**src/rtl/alu_cnt_dec_core.sv**
```systemverilog
// alu_cnt_dec_core
//   Three independent registered utility functions on one clock/reset:
//     - 4-bit ALU (ADD, SUB, NOT, AND, OR, XOR, SLT, EQ) with zero/carry/overflow
//     - wrapping down-counter with enable
//     - 3-to-8 one-hot decoder with enable
//   Every output comes straight from a flop, so each has a 1-cycle latency.
//
// Ports
//   clk              rising-edge clock
//   rst              asynchronous active-high reset, clears every register
//   alu_fnselec[2:0] ALU operation select
//   alu_a, alu_b     ALU operands (two's complement for signed ops)
//   alu_res          registered ALU result
//   alu_zero         result == 0
//   alu_overflow     signed overflow (ADD/SUB only)
//   alu_carry        carry-out (ADD/SUB only; for SUB 1 = no borrow)
//   counter_en       decrement enable
//   dec_counter_out  registered counter value
//   x, en            decoder select / enable
//   y_dec            registered one-hot decode
//
// Build option
//   COUNTER_LOAD_EN  adds cnt_load / cnt_load_val; a load wins over decrement.

module alu_cnt_dec_core #(
    parameter int WIDTH = 4,
    parameter int CNT_W = 3
) (
    input  logic             clk,
    input  logic             rst,
    input  logic [2:0]       alu_fnselec,
    input  logic [WIDTH-1:0] alu_a,
    input  logic [WIDTH-1:0] alu_b,
    output logic [WIDTH-1:0] alu_res,
    output logic             alu_zero,
    output logic             alu_overflow,
    output logic             alu_carry,
    input  logic             counter_en,
`ifdef COUNTER_LOAD_EN
    input  logic             cnt_load,
    input  logic [CNT_W-1:0] cnt_load_val,
`endif
    output logic [CNT_W-1:0] dec_counter_out,
    input  logic [2:0]       x,
    input  logic             en,
    output logic [7:0]       y_dec
);

    localparam int MSB = WIDTH - 1;

    logic [WIDTH-1:0] alu_res_d, alu_res_q;
    logic             alu_zero_d, alu_zero_q;
    logic             alu_overflow_d, alu_overflow_q;
    logic             alu_carry_d, alu_carry_q;
    logic [CNT_W-1:0] cnt_d, cnt_q;
    logic [7:0]       y_dec_d, y_dec_q;

    // Extended sums keep the carry-out in bit WIDTH.
    logic [WIDTH:0] sum_ext;
    logic [WIDTH:0] diff_ext;
    logic           add_ovf;
    logic           sub_ovf;

    assign sum_ext  = {1'b0, alu_a} + {1'b0, alu_b};
    assign diff_ext = {1'b0, alu_a} + {1'b0, ~alu_b} + {{WIDTH{1'b0}}, 1'b1};
    assign add_ovf  = (alu_a[MSB] == alu_b[MSB]) && (sum_ext[MSB]  != alu_a[MSB]);
    assign sub_ovf  = (alu_a[MSB] != alu_b[MSB]) && (diff_ext[MSB] != alu_a[MSB]);

    always_comb begin
        alu_res_d      = '0;
        alu_carry_d    = 1'b0;
        alu_overflow_d = 1'b0;
        case (alu_fnselec)
            3'b000: begin
                alu_res_d      = sum_ext[MSB:0];
                alu_carry_d    = sum_ext[WIDTH];
                alu_overflow_d = add_ovf;
            end
            3'b001: begin
                alu_res_d      = diff_ext[MSB:0];
                alu_carry_d    = diff_ext[WIDTH];
                alu_overflow_d = sub_ovf;
            end
            3'b010: alu_res_d = ~alu_a;
            3'b011: alu_res_d = alu_a & alu_b;
            3'b100: alu_res_d = alu_a | alu_b;
            3'b101: alu_res_d = alu_a ^ alu_b;
            // Signed less-than: sign of A-B corrected by its overflow.
            3'b110: alu_res_d = {{(WIDTH-1){1'b0}}, diff_ext[MSB] ^ sub_ovf};
            3'b111: alu_res_d = {{(WIDTH-1){1'b0}}, (alu_a == alu_b)};
            default: alu_res_d = '0;
        endcase
        alu_zero_d = (alu_res_d == '0);
    end

    always_comb begin
        cnt_d = cnt_q;
`ifdef COUNTER_LOAD_EN
        if (cnt_load) begin
            cnt_d = cnt_load_val;
        end else if (counter_en) begin
            cnt_d = cnt_q - {{(CNT_W-1){1'b0}}, 1'b1};
        end
`else
        if (counter_en) begin
            cnt_d = cnt_q - {{(CNT_W-1){1'b0}}, 1'b1};
        end
`endif
    end

    always_comb begin
        y_dec_d = en ? (8'b0000_0001 << x) : 8'b0;
    end

    always_ff @(posedge clk or posedge rst) begin
        if (rst) begin
            alu_res_q      <= '0;
            alu_zero_q     <= 1'b0;
            alu_overflow_q <= 1'b0;
            alu_carry_q    <= 1'b0;
            cnt_q          <= '0;
            y_dec_q        <= 8'b0;
        end else begin
            alu_res_q      <= alu_res_d;
            alu_zero_q     <= alu_zero_d;
            alu_overflow_q <= alu_overflow_d;
            alu_carry_q    <= alu_carry_d;
            cnt_q          <= cnt_d;
            y_dec_q        <= y_dec_d;
        end
    end

    assign alu_res         = alu_res_q;
    assign alu_zero        = alu_zero_q;
    assign alu_overflow    = alu_overflow_q;
    assign alu_carry       = alu_carry_q;
    assign dec_counter_out = cnt_q;
    assign y_dec           = y_dec_q;

endmodule

```
**config.mk**
```make
export PLATFORM = sky130hd
export DESIGN_NAME = alu_cnt_dec_core
export DESIGN_NICKNAME = d
export VERILOG_FILES = /design/src/rtl/alu_cnt_dec_core.sv
export SDC_FILE = /design/constraint.sdc
export NUM_CORES = 1
export LEC_CHECK = 0
export ABC_AREA = 0
export BUFFER_PORTS_ARGS = -buffer_cell sky130_fd_sc_hd__buf_2
export CAP_MARGIN = 20
export CORE_UTILIZATION = 45
export CTS_BUF_LIST = sky130_fd_sc_hd__clkbuf_8 sky130_fd_sc_hd__clkbuf_16
export CTS_CLUSTER_DIAMETER = 100
export DETAILED_ROUTE_END_ITERATION = 10
export PLACE_DENSITY = 0.71
export SETUP_SLACK_MARGIN = 0.02
export SLEW_MARGIN = 20
export SYNTH_ARGS = -nofsm -noshare
export SYNTH_HDL_FRONTEND = slang
export SYNTH_SLANG_ARGS = --single-unit
```
**constraint.sdc**
```tcl
create_clock -name clk -period 1.3 [get_ports clk]
set_clock_uncertainty 0.15 [all_clocks]
set_input_delay 0.065 -clock clk [delete_from_list [all_inputs] [get_ports clk]]
set_output_delay 0.065 -clock clk [all_outputs]
set_load 0.01 [all_outputs]
```
# == Yosys cells after proc, flatten, opt, wreduce, memory -nomap -nowiden ==
# Index checks and enable logic that the tools add are counted.
# classes
n_bitwise,6
reduce_logical,4
shifts,1
add_sub_neg,4
muxes,4
n_eq_ne,12
# op_table
cell,count
$pmux W4 S8,1
$eq A3 B3 Y1 const B,4
$add A4 B4 Y5,2
$mux W8,1
$not A4 Y4,2
$shl A1 B3 Y8 const A,1
$eq A3 B2 Y1 const B,2
$add A5 B1 Y5 const B,1
$and A4 B4 Y4,1
$eq A4 B4 Y1,1
$logic_not A4 Y1,1
$or A4 B4 Y4,1
$pmux W1 S2,2
$xor A4 B4 Y4,1
$eq A3 B1 Y1 const B,1
$logic_not A3 Y1,1
$ne A1 B1 Y1,3
$sub A3 B1 Y3 const B,1
$logic_and A1 B1 Y1,2
$eq A1 B1 Y1,1
$xor A1 B1 Y1,1
# word_totals
wordCells,37
output_inout_bits,18
register_bits,18
in_bits,18

# == Logic depth before layout (Yosys ltp) ==
# depth
word_depth,8
mapped_depth,9
mapped_depth_nobuf,9

# == Worst setup path after synthesis ==
# No wires, ideal clock.
# synth_timing
path_type,input port to flip-flop
start,input alu_b[1]
end,"register alu_zero_q, in the netlist alu_zero"
cell_stages,9
required_ps,1054
setup_slack_ps,-678
path_buffers,0
setup_time_ps,96
arrival_ps,1732
cell_sequence,inv_1 > ha_1 > o21bai_1 > a21oi_1 > fa_1 > nand3b_1 > o221a_2 > a21oi_2 > nor4_2
# synth_via
elab_cells_between_ends,13
classes_between,add/sub: 3; eq/ne: 2; mux: 1; bitwise: 5; reduce/logical: 2
# synth_rtl
element,line,text
"start, declared",33,"input logic [WIDTH-1:0] alu_b,"
$not A4 Y4,65,"assign diff_ext = {1'b0, alu_a} + {1'b0, ~alu_b} + {{WIDTH{1'b0}}, 1'b1};"
$add A4 B4 Y5,65,
$add A5 B1 Y5,65,
$pmux W4 S8 *,73,case (alu_fnselec)
named net alu_res_d[3],51,"logic [WIDTH-1:0] alu_res_d, alu_res_q;"
$logic_not A4 Y1 *,93,alu_zero_d = (alu_res_d == '0);
named net alu_zero_d,52,"logic alu_zero_d, alu_zero_q;"
"end signal, assigned",125,alu_zero_q <= alu_zero_d;
"end, declared",52,
# Mark *: on every way through the listed nets, which the timed path passes. The rest lies on a longest branch.
# A chain may end at the register's enable or synchronous reset.

# == Worst setup path in the final report ==
# layout_timing
start,input alu_b[1]
end,"register alu_overflow_q, in the netlist alu_overflow"
# layout_via
elab_chain_len,6
elab_cells_between_ends,9
classes_between,add/sub: 3; eq/ne: 2; mux: 1; bitwise: 1; reduce/logical: 2
# layout_rtl
element,line,text
$not A4 Y4,65,
$add A4 B4 Y5,65,
$add A5 B1 Y5,65,
$ne A1 B1 Y1,67,assign sub_ovf = (alu_a[MSB] != alu_b[MSB]) && (diff_ext[MSB] != alu_a[MSB]);
$logic_and A1 B1 Y1,67,
$pmux W1 S2 *,73,
named net alu_overflow_d,53,"logic alu_overflow_d, alu_overflow_q;"
"end signal, assigned",126,alu_overflow_q <= alu_overflow_d;
"end, declared",53,
# Marked as above.

==> run metrics <==
Hold WC Path Type input pin to register; CTS clk-pin slew, worst paths approximately 0.060 ns; status finished, violations left; Iteration-0 DRC Markers 19; Synthesis Warnings 0; Hold Slack 0.0178 ns; maximum clock rate about 550 MHz; # diodes 0; via-per-instance ratio 4.97; die area between 3000 and 4000 um2; H-Tree Depth 1; antenna violations before repair 0; Vias ~1.1k; syn_nets 158; port bufs 35; area of the multi-input gates 791 um2; largest net degree at the start of global routing 17; worst slew pin tran 0.417 ns; global-route wire length before repair roughly 4300 um; CTS buffer count 3; FF+latch area 450 um2; Cell Count, Final, Fillers Out between 200 and 250; nets@finish 227; fin worst setup slack -0.510 ns; area grow syn2layout 48.2%; WL final 2840 um; violated checks setup timing; Rel. slew slack 0.718; top cells by count, synth dfrtp_1, inv_1, ha_1; final core occ 0.727; Initial Utilization 0.490; placed insts 207; clk root buf clkbuf_8; post-synth top area cell dfrtp_1; drt drc 0; fillers 190; Peak VDD IR 0.00114 V; Synth cell types 39; vias in the first global route 1064; HPWL after DPL 2100 um; Worst setup EP type register; Lkg Pwr 0.938 nW; Die Height around 55 um; Final Hold Fails 0; Final period util 1.39; global placer's final weighted congestion 0.938; syn_area_per_cell between 10 and 15 um2; CP max stage cell fa_2; WL/cell about 13 um; Top FF cell, synth dfrtp_1; clock period minus final worst setup slack 1.81 ns; Max Cap Viol 0; Core Region roughly 2600 um2; Critical Path AT 1.82 ns; Sum Neg Setup Slack -2.68 ns; unrepaired setup endpoints after global routing true; #FFs+latches synth 18; # setup viols final 7; post-synthesis sequential area ratio 0.358; critical path fanouts, max 3; clk sinks 18; GR Util All Layers 0.203; worst-case clock buffer depth 2; most numerous cell in the Yosys netlist dfrtp_1; CP Class input pin to register; EDFF count, synth 0; FP Rows 18; Final ANT Viol Nets 0; synthesized instance count about 120; CTS tree done; Die X 54.9 um; startpoint types input pin; worst path cell trace buf_8 > clkinvlp_4 > ha_4 > o21bai_4 > a21oi_2 > fa_2 > buf_6 > xnor2_2 > nand3_1 > o31a_1 > nor3_2; Post-Syn Area 1260 um2; worst skew pair latency around 0.24 ns; pins over their slew limit 0; Largest stage delay, worst path 0.59 ns; Power Density just over 900 nW/um2; total grt overflow 0; # IOs 36; Yosys top cell area share 0.358; drt first pass iters 4; synth top area cells dfrtp_1, ha_1, fa_1, inv_1, nor2_1; ratio of cells with drive above 1 in the final layout 0.492; ys async rst share 1.00; Critical Path RT 1.31 ns
==> state kept, by name, indices dropped and copies added, names as in the netlist <==
register,count
y_dec,8
alu_res,4
dec_counter_out,3
alu_carry,1
alu_overflow,1
alu_zero,1
==> cell type report <==
class,count,share of cell area
Inverter,14,0.0315
Multi-Input combinational cell,86,0.424
Clock buffer,3,0.0221
Timing Repair Buffer,70,0.261
Sequential cell,18,0.241
Tap cell,30,0.0201
==> layout by cell type (no fill, tap or decap), types with 2 or more instances in the layout <==
| master | instances |
|---|---|
| a21o_1 | 2 |
| a21oi_1 | 6 |
| a21oi_2 | 4 |
| a221oi_2 | 2 |
| buf_2 | 32 |
| buf_4 | 27 |
| buf_6 | 3 |
| buf_8 | 2 |
| clkbuf_8 | 3 |
| dfrtp_1 | 18 |
| dlygate4sd3_1 | 6 |
| fa_2 | 3 |
| ha_1 | 8 |
| ha_4 | 4 |
| inv_1 | 10 |
| inv_2 | 2 |
| mux2i_1 | 3 |
| nand2_1 | 5 |
| nand2b_1 | 3 |
| nor2_1 | 12 |
| nor2_2 | 2 |
| nor3_1 | 3 |
| nor3_2 | 2 |
| o21ai_1 | 2 |
| xnor2_1 | 3 |
| xor2_1 | 2 |
==> through the flow <==
stage               setup slack [ns]  total power [mW]  instance area [um2]
finish                        -0.510              1.72                 1870
floorplan                     -0.622              1.06                 1300
global route                  -0.583              1.85                 1870
CTS                           -0.519              1.69                 1800
detailed placement            -0.813              1.30                 1640
global placement              -0.764              1.27                 1640
==> cell families (layout without fill, tap and decap cells) <==
kind of cell	count (synthesis)	after routing	synth area share
DFF	18	18	0.358
adders and majority gates	16	16	0.177
xor gates and xnor gates	6	6	0.0417
and+or+nand+nor	35	35	0.152
AOI/OAI and AO/OA	26	26	0.159
muxes	3	3	0.0239
buffers and inverters	20	87	0.0885
==> path summary, 6_finish.rpt <==
check / from / to / slack (ns) / cells past startpoint
setup / recovery: alu_b[1] / alu_overflow / -0.51 / 11
hold / removal: alu_fnselec[2] / alu_overflow / 0.02 / 2
setup reg to reg: dec_counter_out[0] / dec_counter_out[2] / 0.24 / 4
hold reg to reg: dec_counter_out[2] / dec_counter_out[2] / 0.31 / 1
max in group asynchronous: rst / alu_res[1] / 0.47 / 4
min in group asynchronous: rst / dec_counter_out[1] / 0.12 / 3
==> power breakdown <==
part	internal, mW	total, mW	switching [mW]	leakage, nW
registers	0.639	0.675	0.0359	0.234
logic	0.357	0.699	0.342	0.682
clock network	0.204	0.350	0.146	0.0216
total	1.20	1.72	0.524	0.938
==> layer usage <==
layer  GRT usage  share of wire  vias to the layer above  routed length [um]
met5           0              0                        -                   0
met4       0.107          0.023                        0                  64
met3      0.0167          0.043                        6                 123
met2       0.388           0.54                       30                1520
met1       0.214           0.40                      510                1130
li1            -              -                      552                   -
==> critical path, delay by kind of cell <==
kind,cells,cell delay (ns)
AOI/OAI and AO/OA,3,0.33
xor gates and xnor gates,1,0.10
adders and majority gates,2,0.86
buffers and inverters,3,0.29
and+or+nand+nor,2,0.18
==> repair_timing <==
action                                  4_1_cts  5_1_grt
setup buffers                                 1        4
cloned                                        0        0
pin swaps                                     6        6
endpoints found under the hold margin        29        0
gates resized for setup                      16        7
hold buffers                                  6        0
endpoints found under the setup margin        7        7
(Power assumes the default switching activity.)
